### config.mk
export PLATFORM = sky130hd
export DESIGN_NAME = dcache_port_arbiter
export DESIGN_NICKNAME = d
export VERILOG_FILES = /design/src/rtl/dcache_port_arbiter_pkg.sv /design/src/rtl/dcache_port_arbiter_inflight_tag_fifo.sv /design/src/rtl/dcache_port_arbiter.sv
export SDC_FILE = /design/constraint.sdc
export NUM_CORES = 1
export LEC_CHECK = 0
export CORE_ASPECT_RATIO = 1.4
export CORE_MARGIN = 4
export CORE_UTILIZATION = 60
export CTS_BUF_LIST = sky130_fd_sc_hd__clkbuf_8
export CTS_CLUSTER_SIZE = 24
export DETAILED_ROUTE_END_ITERATION = 10
export DONT_BUFFER_PORTS = 1
export PLACE_DENSITY = 0.77
export REMOVE_ABC_BUFFERS = 1
export SETUP_SLACK_MARGIN = 0.4
export SYNTH_ARGS = -nofsm -noshare
export SYNTH_HDL_FRONTEND = slang
export SYNTH_SLANG_ARGS = --single-unit
### constraint.sdc
create_clock -name i_clk -period 3.2 [get_ports i_clk]
set_input_delay 0.8 -clock i_clk [delete_from_list [all_inputs] [get_ports i_clk]]
set_output_delay 0.8 -clock i_clk [all_outputs]
set_load 0.005 [all_outputs]
### src/rtl/dcache_port_arbiter_pkg.sv
// dcache_port_arbiter_pkg
// Shared types for the dcache port arbiter and its in-flight tag FIFO:
//   virt_t / uint32_t : 32-bit address and data words
//   req_kind_e        : which requester owns a dcache request
//   dc_req_t          : one dcache request beat {wr, size, wstrb, addr, wdata}
//   tag_t             : in-flight bookkeeping entry {kind, killed}
package dcache_port_arbiter_pkg;

  typedef logic [31:0] virt_t;
  typedef logic [31:0] uint32_t;

  typedef enum logic {
    REQ_LOAD  = 1'b0,
    REQ_STORE = 1'b1
  } req_kind_e;

  typedef struct packed {
    logic       wr;
    logic [2:0] size;
    logic [3:0] wstrb;
    virt_t      addr;
    uint32_t    wdata;
  } dc_req_t;

  typedef struct packed {
    req_kind_e kind;
    logic      killed;
  } tag_t;

  localparam dc_req_t DC_REQ_IDLE = '{wr: 1'b0, size: 3'b000, wstrb: 4'h0,
                                      addr: 32'h0000_0000, wdata: 32'h0000_0000};

  localparam tag_t TAG_IDLE = '{kind: REQ_LOAD, killed: 1'b0};

  // A flush squashes loads only; store tags pass through untouched.
  function automatic tag_t kill_if_load(input tag_t t, input logic flush);
    tag_t r;
    r = t;
    if (flush && (t.kind == REQ_LOAD)) begin
      r.killed = 1'b1;
    end else begin
      r.killed = t.killed;
    end
    return r;
  endfunction

endpackage

### src/rtl/dcache_port_arbiter_inflight_tag_fifo.sv
// inflight_tag_fifo
// In-order FIFO of tags for requests accepted by the dcache but not yet
// completed. A flush marks every load entry as killed.
// Ports:
//   i_clk, i_reset      : clock, synchronous active-high reset
//   i_push, i_push_tag  : enqueue a tag (ignored when full)
//   i_pop               : dequeue the head (ignored when empty)
//   i_flush_loads       : set killed on every load entry
//   o_head_tag          : oldest entry
//   o_count             : number of valid entries (0..DEPTH)
//   o_full, o_empty     : occupancy flags
module inflight_tag_fifo
  import dcache_port_arbiter_pkg::*;
#(
  parameter int DEPTH = 4
) (
  input  logic                   i_clk,
  input  logic                   i_reset,
  input  logic                   i_push,
  input  tag_t                   i_push_tag,
  input  logic                   i_pop,
  input  logic                   i_flush_loads,
  output tag_t                   o_head_tag,
  output logic [$clog2(DEPTH):0] o_count,
  output logic                   o_full,
  output logic                   o_empty
);

  localparam int PW = $clog2(DEPTH);
  localparam logic [PW-1:0] PTR_ONE  = PW'(1);
  localparam logic [PW:0]   CNT_ONE  = (PW + 1)'(1);
  localparam logic [PW:0]   CNT_FULL = (PW + 1)'(DEPTH);

  tag_t          r_mem [DEPTH];
  logic [PW-1:0] r_wr_ptr;
  logic [PW-1:0] r_rd_ptr;
  logic [PW:0]   r_count;
  logic          w_push;
  logic          w_pop;

  assign o_full     = (r_count == CNT_FULL);
  assign o_empty    = (r_count == '0);
  assign o_count    = r_count;
  assign o_head_tag = r_mem[r_rd_ptr];
  assign w_push     = i_push && !o_full;
  assign w_pop      = i_pop && !o_empty;

  // Tag storage: flush marking first, then the push overwrites its slot
  // (the pushed tag already carries any same-cycle flush kill).
  always_ff @(posedge i_clk) begin
    if (i_reset) begin
      for (int i = 0; i < DEPTH; i++) begin
        r_mem[i] <= TAG_IDLE;
      end
    end else begin
      for (int i = 0; i < DEPTH; i++) begin
        r_mem[i] <= kill_if_load(r_mem[i], i_flush_loads);
      end
      if (w_push) begin
        r_mem[r_wr_ptr] <= i_push_tag;
      end
    end
  end

  // Pointers wrap naturally because DEPTH is a power of two.
  always_ff @(posedge i_clk) begin
    if (i_reset) begin
      r_wr_ptr <= '0;
      r_rd_ptr <= '0;
      r_count  <= '0;
    end else begin
      if (w_push) begin
        r_wr_ptr <= r_wr_ptr + PTR_ONE;
      end
      if (w_pop) begin
        r_rd_ptr <= r_rd_ptr + PTR_ONE;
      end
      case ({w_push, w_pop})
        2'b10:   r_count <= r_count + CNT_ONE;
        2'b01:   r_count <= r_count - CNT_ONE;
        default: r_count <= r_count;
      endcase
    end
  end

endmodule

### src/rtl/dcache_port_arbiter.sv
// dcache_port_arbiter
// Shares the single dcache request port between the load pipeline and the
// store-buffer commit path. Arbitration is zero-cycle; a request not accepted
// immediately is held (locked) until dcache_addr_ok. Accepted requests are
// tracked in issue order so each in-order data_ok is routed back correctly;
// flushed loads are swallowed.
// Ports:
//   i_clk, i_reset                 : clock, synchronous active-high reset
//   i_flush                        : pipeline flush (loads only)
//   i_load_*  / o_load_*           : load unit request and response
//   i_store_* / o_store_*          : store buffer commit request and response
//   o_dcache_* / i_dcache_*        : dcache request/response port
//   o_outstanding_cnt              : in-flight request count
//   o_idle                         : nothing in flight, held or requested
module dcache_port_arbiter
  import dcache_port_arbiter_pkg::*;
#(
  parameter int MAX_OUTSTANDING = 4,
  parameter int STARVE_LIMIT    = 8
) (
  input  logic                             i_clk,
  input  logic                             i_reset,
  input  logic                             i_flush,
  input  logic                             i_load_req,
  input  logic [31:0]                      i_load_addr,
  input  logic [2:0]                       i_load_size,
  output logic                             o_load_addr_ok,
  output logic                             o_load_data_ok,
  output logic [31:0]                      o_load_rdata,
  input  logic                             i_store_req,
  input  logic [3:0]                       i_store_wstrb,
  input  logic [2:0]                       i_store_size,
  input  logic [31:0]                      i_store_addr,
  input  logic [31:0]                      i_store_wdata,
  input  logic                             i_store_pressure,
  output logic                             o_store_addr_ok,
  output logic                             o_store_data_ok,
  output logic                             o_dcache_req,
  output logic                             o_dcache_wr,
  output logic [2:0]                       o_dcache_size,
  output logic [3:0]                       o_dcache_wstrb,
  output logic [31:0]                      o_dcache_addr,
  output logic [31:0]                      o_dcache_wdata,
  input  logic                             i_dcache_addr_ok,
  input  logic                             i_dcache_data_ok,
  input  logic [31:0]                      i_dcache_rdata,
  output logic [$clog2(MAX_OUTSTANDING):0] o_outstanding_cnt,
  output logic                             o_idle
);

  localparam int SW = $clog2(STARVE_LIMIT + 1);
  localparam logic [SW-1:0] STARVE_MAX = SW'(STARVE_LIMIT);
  localparam logic [SW-1:0] STARVE_ONE = SW'(1);

  // Lock / hold state
  logic      r_lock;
  dc_req_t   r_hold;
  req_kind_e r_hold_kind;
  logic      r_hold_killed;
  logic [SW-1:0] r_starve_cnt;

  // Arbitration and request mux
  logic      w_store_win;
  logic      w_load_win;
  logic      w_store_granted;
  dc_req_t   w_dc_req;
  logic      w_dc_valid;
  req_kind_e w_cur_kind;
  logic      w_cur_killed;
  logic      w_accept;
  tag_t      w_push_tag;

  // FIFO side
  tag_t      w_head_tag;
  logic      w_full;
  logic      w_empty;
  logic      w_pop;
  logic [$clog2(MAX_OUTSTANDING):0] w_count;

  // Unlocked arbitration: store wins under pressure, starvation or no load;
  // a load in a flush cycle is never granted; nothing is granted when full.
  always_comb begin
    w_store_win = 1'b0;
    w_load_win  = 1'b0;
    if (!r_lock && !w_full) begin
      if (i_store_req && (i_store_pressure || (r_starve_cnt == STARVE_MAX) || !i_load_req)) begin
        w_store_win = 1'b1;
      end else if (i_load_req && !i_flush) begin
        w_load_win = 1'b1;
      end else begin
        w_store_win = 1'b0;
        w_load_win  = 1'b0;
      end
    end else begin
      w_store_win = 1'b0;
      w_load_win  = 1'b0;
    end
  end

  // Request mux: held request while locked, otherwise the arbitration winner.
  always_comb begin
    w_dc_req     = DC_REQ_IDLE;
    w_dc_valid   = 1'b0;
    w_cur_kind   = REQ_LOAD;
    w_cur_killed = 1'b0;
    if (r_lock) begin
      w_dc_req     = r_hold;
      w_dc_valid   = 1'b1;
      w_cur_kind   = r_hold_kind;
      w_cur_killed = r_hold_killed;
    end else if (w_store_win) begin
      w_dc_req   = '{wr: 1'b1, size: i_store_size, wstrb: i_store_wstrb,
                     addr: i_store_addr, wdata: i_store_wdata};
      w_dc_valid = 1'b1;
      w_cur_kind = REQ_STORE;
    end else if (w_load_win) begin
      w_dc_req   = '{wr: 1'b0, size: i_load_size, wstrb: 4'h0,
                     addr: i_load_addr, wdata: 32'h0000_0000};
      w_dc_valid = 1'b1;
      w_cur_kind = REQ_LOAD;
    end else begin
      w_dc_req   = DC_REQ_IDLE;
      w_dc_valid = 1'b0;
    end
  end

  // Kill state of the current beat includes a flush arriving this cycle,
  // which covers a locked load being flushed while it waits.
  assign w_push_tag = kill_if_load('{kind: w_cur_kind, killed: w_cur_killed}, i_flush);
  assign w_accept   = w_dc_valid && i_dcache_addr_ok;

  assign o_dcache_req   = w_dc_valid;
  assign o_dcache_wr    = w_dc_req.wr;
  assign o_dcache_size  = w_dc_req.size;
  assign o_dcache_wstrb = w_dc_req.wstrb;
  assign o_dcache_addr  = w_dc_req.addr;
  assign o_dcache_wdata = w_dc_req.wdata;

  assign o_load_addr_ok  = w_accept && (w_cur_kind == REQ_LOAD);
  assign o_store_addr_ok = w_accept && (w_cur_kind == REQ_STORE);

  // A stray data_ok with nothing in flight is dropped here.
  assign w_pop           = i_dcache_data_ok && !w_empty;
  assign o_store_data_ok = w_pop && (w_head_tag.kind == REQ_STORE);
  assign o_load_data_ok  = w_pop && (w_head_tag.kind == REQ_LOAD) &&
                           !w_head_tag.killed && !i_flush;
  assign o_load_rdata    = o_load_data_ok ? i_dcache_rdata : 32'h0000_0000;

  assign o_outstanding_cnt = w_count;
  assign o_idle = (w_count == '0) && !r_lock && !i_load_req && !i_store_req;

  // A store waiting in the hold register counts as granted for starvation.
  assign w_store_granted = w_store_win || (r_lock && (r_hold_kind == REQ_STORE));

  // Lock/hold register: capture any presented beat the dcache did not accept.
  always_ff @(posedge i_clk) begin
    if (i_reset) begin
      r_lock        <= 1'b0;
      r_hold        <= DC_REQ_IDLE;
      r_hold_kind   <= REQ_LOAD;
      r_hold_killed <= 1'b0;
    end else if (w_dc_valid && !i_dcache_addr_ok) begin
      r_lock        <= 1'b1;
      r_hold        <= w_dc_req;
      r_hold_kind   <= w_cur_kind;
      r_hold_killed <= w_push_tag.killed;
    end else begin
      r_lock        <= 1'b0;
    end
  end

  // Starvation counter: saturating count of cycles a store waits ungranted.
  always_ff @(posedge i_clk) begin
    if (i_reset) begin
      r_starve_cnt <= '0;
    end else if (!i_store_req || w_store_granted) begin
      r_starve_cnt <= '0;
    end else if (r_starve_cnt != STARVE_MAX) begin
      r_starve_cnt <= r_starve_cnt + STARVE_ONE;
    end else begin
      r_starve_cnt <= r_starve_cnt;
    end
  end

  inflight_tag_fifo #(
    .DEPTH(MAX_OUTSTANDING)
  ) u_tag_fifo (
    .i_clk        (i_clk),
    .i_reset      (i_reset),
    .i_push       (w_accept),
    .i_push_tag   (w_push_tag),
    .i_pop        (w_pop),
    .i_flush_loads(i_flush),
    .o_head_tag   (w_head_tag),
    .o_count      (w_count),
    .o_full       (w_full),
    .o_empty      (w_empty)
  );

endmodule

# ---- Word level (Yosys, flattened, before mapping)
# Memories as Yosys holds them, arrays and structs flattened. A register that Yosys moved wholly into a read port is not among the register bits.
# Cells that the tools add are included.
dict set report classes {
  add_sub_neg 5
  n_eq_ne 5
  n_mux 38
  bitwise_logic 10
  reduce_logical 38
}
# cell n
set ops {}
lappend ops {{two-way mux 72 bit} 2}
lappend ops {{two-way mux 71 bit} 1}
lappend ops {{two-way mux 32 bit} 1}
lappend ops {{two-way mux 1 bit} 27}
lappend ops {{logical AND 1 bit} 23}
lappend ops {{two-way mux 2 bit} 6}
lappend ops {{logical NOT 1 bit} 8}
lappend ops {{inverter 1 bit} 6}
lappend ops {{one-hot mux 3 bit (2 select lines)} 1}
lappend ops {{adder 2 x 1 -> 2 bit (second input constant)} 2}
lappend ops {{adder 4 x 1 -> 4 bit (second input constant)} 1}
lappend ops {{equality test 4 bit (second input constant)} 1}
lappend ops {{logical OR 1 bit} 4}
lappend ops {{inequality test 4 bit (second input constant)} 1}
lappend ops {{OR 1 bit} 4}
lappend ops {{adder 3 x 1 -> 3 bit (second input constant)} 1}
lappend ops {{equality test 3 bit (second input constant)} 1}
lappend ops {{logical NOT 3 bit} 1}
lappend ops {{subtractor 3 x 1 -> 3 bit (second input constant)} 1}
lappend ops {{equality test 2 x 1 -> 1 bit (second input constant)} 1}
lappend ops {{equality test 2 bit (second input constant)} 1}
lappend ops {{nonzero test 2 bit} 1}
lappend ops {{OR reduction 2 bit} 1}
dict set report totals {
  ff_bits 86
  ram_bits 8
  input_bits 146
  out_inout_bits 113
  mem_count 1
}
# memory depth word_bits rd rd_ports_with_merged_regs write_ports line_no
set memory_table {}
lappend memory_table {u_tag_fifo.r_mem 4 2 5 1 5 dcache_port_arbiter_inflight_tag_fifo.sv:34} ;# tag_t r_mem [DEPTH];

# ---- Longest topological paths before layout
# Gate-level depths: netlist (run 1).
dict set report depth {
  ltp_word 14
  mapped_depth 12
  mapped_depth_nobuf 12
}

# ---- Modules after synthesis
# A second synthesis (run 1) with hierarchy kept.
dict set report hier_totals {
  hier_cells 554
  hier_area_um2 5182.5
}
# module instances cells_per_inst area_each_um2
set modules_own_cells {}
lappend modules_own_cells {dcache_port_arbiter 1 467 4284.1}
lappend modules_own_cells {inflight_tag_fifo 1 87 898.4}

# ---- Worst setup path after synthesis (run 1)
# No wires, ideal clock.
dict set report synth_path {
  kind {input port to output port}
  startpoint {in i_store_pressure}
  endpoint {out o_dcache_wdata[23]}
  arrival_time_ps 1965
  path_slack_ps 435
  cell_stages 6
  path_cell_list {nand2b_1 -> clkbuf_1 -> o2111a_1 -> buf_6 -> clkbuf_1 -> a22o_1}
}
dict set report synth_between {
  elab_chain_len 7
}
# item line_no
set synth_rtl {}
lappend synth_rtl {{start: declaration} dcache_port_arbiter.sv:35} ;# input logic i_store_pressure,
lappend synth_rtl {{logical OR 1 bit (2 in series)} dcache_port_arbiter.sv:86} ;# if (i_store_req && (i_store_pressure || (r_starve_cnt == STARVE_MAX) || !i_load_req)) begin
lappend synth_rtl {{logical AND 1 bit} dcache_port_arbiter.sv:86}
lappend synth_rtl {{two-way mux 1 bit} dcache_port_arbiter.sv:86}
lappend synth_rtl {{two-way mux 1 bit} dcache_port_arbiter.sv:85} ;# if (!r_lock && !w_full) begin
lappend synth_rtl {{two-way mux 72 bit} dcache_port_arbiter.sv:111} ;# end else if (w_store_win) begin
lappend synth_rtl {{two-way mux 72 bit} dcache_port_arbiter.sv:106} ;# if (r_lock) begin
lappend synth_rtl {{end: declaration} dcache_port_arbiter.sv:43} ;# output logic [31:0] o_dcache_wdata,
# No other way between the ends.

==> metrics.yaml, run 1 <==
run_status:
  status: "completed"
finish:
  drive_above_1_share: 0.193
  multi_input_area_um2: 3260
  fin_nets: 741
  post-route-cell-area_um2: 6230
  nFillCells: 639
  area.sequential_um2: 1980
  synthToLayoutAreaGrowth_pct: 16.6
yosys:
  synth_area_um2: 5340
  ys_top_cells_by_count: "a22o_1 (107), dfxtp_1 (92), inv_1 (51)"
  avgSynthCellArea_um2: 8.93
  synth_top_area_cell: "dfxtp_1"
  netlist_top_cells_area: "dfxtp_1 (35%), a22o_1 (18%), o2111ai_1 (6.1%), and2_1 (4.3%), nor2b_1 (4.2%)"
  yosysTopAreaCellShare: 0.345
  synth_cells: 598
  post_synth_num_cell_types: 53
  async_flop_share: 0
  synthFlopType: "dfxtp_1"
  synth_edf_count: 4
  synth.ff_latch_count: 96
  yosysSeqAreaShare: 0.368
  post-synth-top-count-cell: "a22o_1"
  yosys_warnings: 0
timing:
  min_period_ns: 2.87
  tightest_slew_ns: 0.515
  setup_viol_count_final: 0
  fin_ws_ns: 0.333
  slew_violations: 0
  max_freq_mhz: 349
  fin_crit_sh: 0.896
  slew_headroom: 0.656
  final_hold_viol_count: 0
  rsz0062_at_grt: "true"
  fin_skew_ns: 0.0154
power_and_ir_drop:
  power.density_nw_per_um2: 542
  vdd_drop_max_uv: 370
  leakage_nw: 2.48
  pwr-share-seq: 0.421
  power.share.clock: 0.240
  power.switching_w: 0.00118
  p_int_w: 0.00220
  p_total_w: 0.00338
  p_comb_frac: 0.339
  p_sw_frac: 0.349
die:
  initial_core_util: 0.620
  die_w_um: 87.7
  core_um2: 8610
  die-area_um2: 10500
  rows: 40
  fp.dieH_um: 120
  ios: 259
critical_path:
  worstPathRequired_ns: 2.40
  reg2reg_slack_ns: 0.68
  crit_path_top_delay_cell: "mux4_2"
  crit_top_cell: "buf_4"
  slowest_delay_ns: 0.53
  crit_buf_inv: 2
  critical_path_class: "reg2out"
  cp.arrival_ns: 2.07
  path_cells: "mux4_2, nor4b_4, buf_4, buf_4, and2_1"
  critPathMaxFanout: 7
  setup.worst_path.start_class: "flop"
  path_delay_family: "multiplexers"
  cp-end-kind: "output port"
place:
  post-place-ws_ns: 0.362
  dp_hpwl_um: 11100
  numPortBuffers: 0
  placed_cell_area_um2: 5380
  gp_congestion: 0.908
route:
  vias_per_cell: 7.24
  route.detailed.drc: 0
  totalWireLength_um: 17400
  drt_iter0_drc: 430
  postRouteAntennaNets: 0
  vias: 5057
  firstDrtPassIters: 6
  wl_per_cell_um: 24.9
global_routing:
  grt_pass1_wl_um: 23700
  grt_pass1_vias: 4677
  grt_max_degree: 71
  busiest_layer: "met2"
  met2_usage: 0.493
  overflow: 0
  grt_use_met3: 0.0831
  use_met1: 0.311
  grt_use_total: 0.284
  antenna_found_initial: 1
clocking:
  root_buffer: "clkbuf_8"
  ctsHoldBuffers: 0
  cts_buffer_depth: 2
  numClockSinks: 96
  cts_buffers: 9
  clk_latency_ns: 0.37
  htreeDepth: 3
  clk_pin_slew_worst_paths_ns: 0.10
  cts_tree: "yes"
flow_run:
  drv_cap: 0
min_path:
  hold_path.class: "in2reg"
power groups by stage:
| stage | Clock (W) | Combinational, W | Sequential [W] |
|---|---|---|---|
| final | 0.000811 | 0.00114 | 0.00142 |
| after global routing | 0.000871 | 0.00124 | 0.00144 |
| after CTS | 0.000816 | 0.000918 | 0.00141 |
| after detailed placement | 0 | 0.000882 | 0.00143 |
| after global placement | 0 | 0.000859 | 0.00143 |
| after floorplan | 0 | 0.000618 | 0.00144 |
repair_timing:
action / 4_1_cts / 5_1_grt
buffers inserted: 2 / 9
pin swaps: 1 / 46
endpoints found under the setup margin: 101 / 103
cloned: 0 / 11
resized for setup: 28 / 65
registers in the layout (all words and copies together), names as in the netlist, named ones only:
name / flops
r_hold: 72
r_hold_killed: 1
r_hold_kind: 1
r_lock: 1
r_starve_cnt: 4
u_tag_fifo.o_count: 3
u_tag_fifo.r_mem: 8
u_tag_fifo.r_rd_ptr: 2
u_tag_fifo.r_wr_ptr: 2
layer usage:
layer,wire length [µm],part of all wire
met5,0,0
met4,671,0.039
met3,1530,0.088
met2,8880,0.51
met1,6300,0.36
placed cells by master (no fill, tap or decap), types with 5 or more instances in the layout:
cell type / instances
a21o_1: 5
a21oi_1: 9
a22o_1: 105
a311oi_1: 5
and2_1: 35
buf_12: 5
buf_4: 20
buf_6: 8
clkbuf_16: 5
clkbuf_8: 9
dfxtp_1: 85
ha_1: 6
inv_1: 51
nand2_1: 43
nor2_1: 14
nor2b_1: 36
o2111ai_1: 25
o2111ai_2: 11
o311ai_1: 13
o311ai_2: 21
final cells by class:
type,count,area share
tap,105,0.0211
clock buffer,9,0.0199
sequential,96,0.318
antenna,1,0.000402
multi-input combinational,390,0.523
timing repair buffer,39,0.0756
inverter,51,0.0307
clock inverter,7,0.0113
logic make-up (layout without fill, tap and decap cells):
group	after synthesis	after routing	share of synthesized area
simple gates	153	153	0.158
xor+xnor	6	6	0.00985
mux	5	5	0.0143
buf+inv	112	106	0.0832
flops	96	96	0.368
other cells	0	1	0
fa+ha+maj	8	8	0.0202
compound gates	218	218	0.347
path summary, 6_finish.rpt:
kind / from / endpoint / depth (start not counted)
max: u_tag_fifo.r_mem[2][1] / o_load_rdata[2] / 5
max reg2reg: u_tag_fifo.o_count[1] / u_tag_fifo.o_count[2] / 11
min: i_reset / u_tag_fifo.o_count[2] / 1
min reg2reg: r_hold[71] / r_hold[71] / 2
per-stage QoR:
| step | instances | hold slack (ns) | TNS (ns) | utilization |
|---|---|---|---|---|
| finish | 698 | 0.474 | 0 | 0.723 |
| global route | 698 | 0.455 | 0 | 0.723 |
| CTS | 677 | 0.463 | 0 | 0.657 |
| detailed placement | 659 | 0.454 | 0 | 0.625 |
| global placement | 659 | 0.448 | 0 | 0.625 |
| floorplan | 537 | 0.437 | -120.49 | - |
No activity file was read; power rests on OpenSTA's default activity.
==> run 2: changes to the inputs <==
Settings changed: CTS_BUF_LIST sky130_fd_sc_hd__clkbuf_8 to sky130_fd_sc_hd__clkbuf_16, SLEW_MARGIN from default to 0, TNS_END_PERCENT from default to 20.
==> run 2 against run 1 <==
Clock power grew 32%; sequential cell count is the same; non-clock buffer count shrank 20; first-iteration DRC count shrank 10%; clock-buffer cell count is the same; final cell count shrank 2.9%; critical endpoint is now o_dcache_addr[17]; largest cell class unchanged.
==> metrics.yaml, run 2 (same netlist as run 1, synthesis figures left out) <==
clocking:
  cts_tree: "yes"
  cts_buffer_depth: 2  # unchanged
  htreeDepth: 3  # unchanged
  root_buffer: "clkbuf_16"
  clk_latency_ns: 0.34  # -0.03 ns
  numClockSinks: 96  # unchanged
  clk_pin_slew_worst_paths_ns: 0.07  # -0.03 ns
  cts_buffers: 9  # unchanged
route:
  wl_per_cell_um: 23.3  # -6.4%
  drt_iter0_drc: 385  # -10%
  totalWireLength_um: 15800  # -9.1%
  postRouteAntennaNets: 0  # unchanged
  vias: 4779  # -5.5%
  vias_per_cell: 7.05  # -2.7%
  route.detailed.drc: 0  # unchanged
  firstDrtPassIters: 4  # -2
critical_path:
  crit_path_top_delay_cell: "o311ai_1"
  worstPathRequired_ns: 2.40  # about the same
  slowest_delay_ns: 0.51  # -0.02 ns
  critPathLaunch: "r_starve_cnt[0]"
  r2r_start: "r_starve_cnt[0]"
  critical_path_class: "reg2out"
  reg2reg_slack_ns: 0.69  # about the same
  cp.depth: 6  # +1
  critPathMaxFanout: 36  # +29
  crit_buf_inv: 2  # unchanged
  path_delay_family: "compound AO/OA/AOI/OAI gates"
  critPathCapture: "o_dcache_addr[17]"
  reg2reg_to: "u_tag_fifo.o_count[2]"
  reg2reg_depth: 12  # +1
  cp.arrival_ns: 2.00  # -0.07 ns
  path_cells: "inv_1, ha_1, nand4b_1, o21ai_2, buf_12, o311ai_1"
  setup.worst_path.start_class: "flop"
  cp-end-kind: "output port"
global_routing:
  overflow: 0  # unchanged
  grt_pass1_vias: 4703  # +0.56%
  grt_pass1_wl_um: 23700  # +0.17%
  grt_max_degree: 71  # unchanged
  antenna_found_initial: 1  # unchanged
  grt_use_total: 0.286  # +0.00112
timing:
  final_hold_viol_count: 0  # unchanged
  fin_ws_ns: 0.400  # +0.0672 ns
  slew_headroom: 0.548  # -0.108
  fin_crit_sh: 0.875  # -0.0210
  tightest_slew_ns: 0.679  # +0.164 ns
  min_period_ns: 2.80  # -0.0672 ns
  rsz0062_at_grt: "true"
  fin_skew_ns: 0.00911  # -0.00626 ns
  max_freq_mhz: 357  # +2.4%
  fin_tns_setup_ns: 0  # unchanged
  slew_violations: 0  # unchanged
  setup_viol_count_final: 0  # unchanged
finish:
  synthToLayoutAreaGrowth_pct: 9.63
  multi_input_area_um2: 3080  # -5.4%
  area.sequential_um2: 1970  # -0.57%
  reg.largest.list: "r_hold: 72 flops, u_tag_fifo.r_mem: 8 flops, r_starve_cnt: 4 flops"
  fin_nets: 721  # -2.7%
  nFillCells: 667  # +4.4%
  regMostFlops: "r_hold"
  layout_common_cells: "a22o_1 (107), dfxtp_1 (88), inv_1 (53)"
  drive_above_1_share: 0.115  # -0.0772
  largest_reg_flops: 72  # unchanged
  layout_commonest_cell: "a22o_1"
die:
  initial_core_util: 0.620  # unchanged
  ios: 259  # unchanged
  fp.dieH_um: 120  # unchanged
  rows: 40  # unchanged
  die-area_um2: 10500  # unchanged
  die_w_um: 87.7  # unchanged
  core_um2: 8610  # unchanged
min_path:
  hold_depth: 2  # +1
  hold_path.class: "reg2reg"
run_status:
  status: "completed"
place:
  numPortBuffers: 0  # unchanged
  dp_hpwl_um: 11100  # unchanged
  gp_congestion: 0.908  # unchanged
  post-place-ws_ns: 0.362  # unchanged
power_and_ir_drop:
  vdd_drop_max_uv: 398  # +7.4%
  leakage_nw: 2.32  # -6.4%
  power.density_nw_per_um2: 587  # +8.2%
flow_run:
  drv_cap: 0  # unchanged
[run 2: what timing repair did]
| action | 4_1_cts | 5_1_grt |
|---|---|---|
| pin swaps | 1 | 1 |
| hold buffers | 0 | 0 |
| buffers inserted | 1 | 1 |
| resized for setup | 9 | 40 |
| setup endpoints to repair | 91 | 106 |
[run 2: final cells by class]
type	count	area share
inverters	51	0.0327
multi-input cells	390	0.526
clock inverters	7	0.0120
flip-flops and latches	96	0.337
repair buffers	19	0.0312
diodes	1	0.000428
clock buffers	9	0.0385
well taps	105	0.0225
[run 2: per-stage QoR]
stage	instances	instance area (µm²)	utilization	power, W	hold slack (ns)
2_1_floorplan	537	5080	-	0.00206	0.437
3_3_place_gp	659	5380	0.625	0.00229	0.448
3_5_place_dp	659	5380	0.625	0.00231	0.454
4_1_cts	676	5700	0.662	0.00341	0.470
5_1_grt	678	5850	0.680	0.00361	0.494
6_report	678	5850	0.680	0.00343	0.469
[run 2: worst min path at each step]
stage / from / end / slack [ns]
6_report: r_hold[71] / r_hold[71] / 0.47
5_1_grt: r_hold[71] / r_hold[71] / 0.49
4_1_cts: r_hold[71] / r_hold[71] / 0.47
3_5_place_dp: r_hold[39] / r_hold[39] / 0.45
3_3_place_gp: r_hold[71] / r_hold[71] / 0.45
2_1_floorplan: r_hold[71] / r_hold[71] / 0.44
[run 2: worst register-to-register path, cell delays in order (launching register included)]
cell      delay, ns
dfxtp_1        0.35
inv_1          0.08
ha_1           0.23
nand4b_1       0.18
o211a_1        0.23
a21oi_1        0.10
inv_1          0.07
ha_1           0.18
inv_1          0.06
fa_1           0.38
xor2_1         0.15
or3_1          0.30
a21oi_1        0.14
[run 2: power by group]
part	total [W]	internal [W]	switching (W)	leakage, nW
logic	0.000946	0.000378	0.000569	1.37
clock network	0.00107	0.000608	0.000466	0.153
registers	0.00141	0.00132	0.0000904	0.793
total	0.00343	0.00231	0.00113	2.32
[run 2: layer usage]
| metal | GRT usage | part of all wire | up-vias |
|---|---|---|---|
| met5 | 0 | 0 | - |
| met3 | 0.0797 | 0.085 | 38 |
| met4 | 0.125 | 0.033 | 0 |
| met1 | 0.309 | 0.36 | 2278 |
| met2 | 0.506 | 0.52 | 270 |
| li1 | - | - | 2193 |
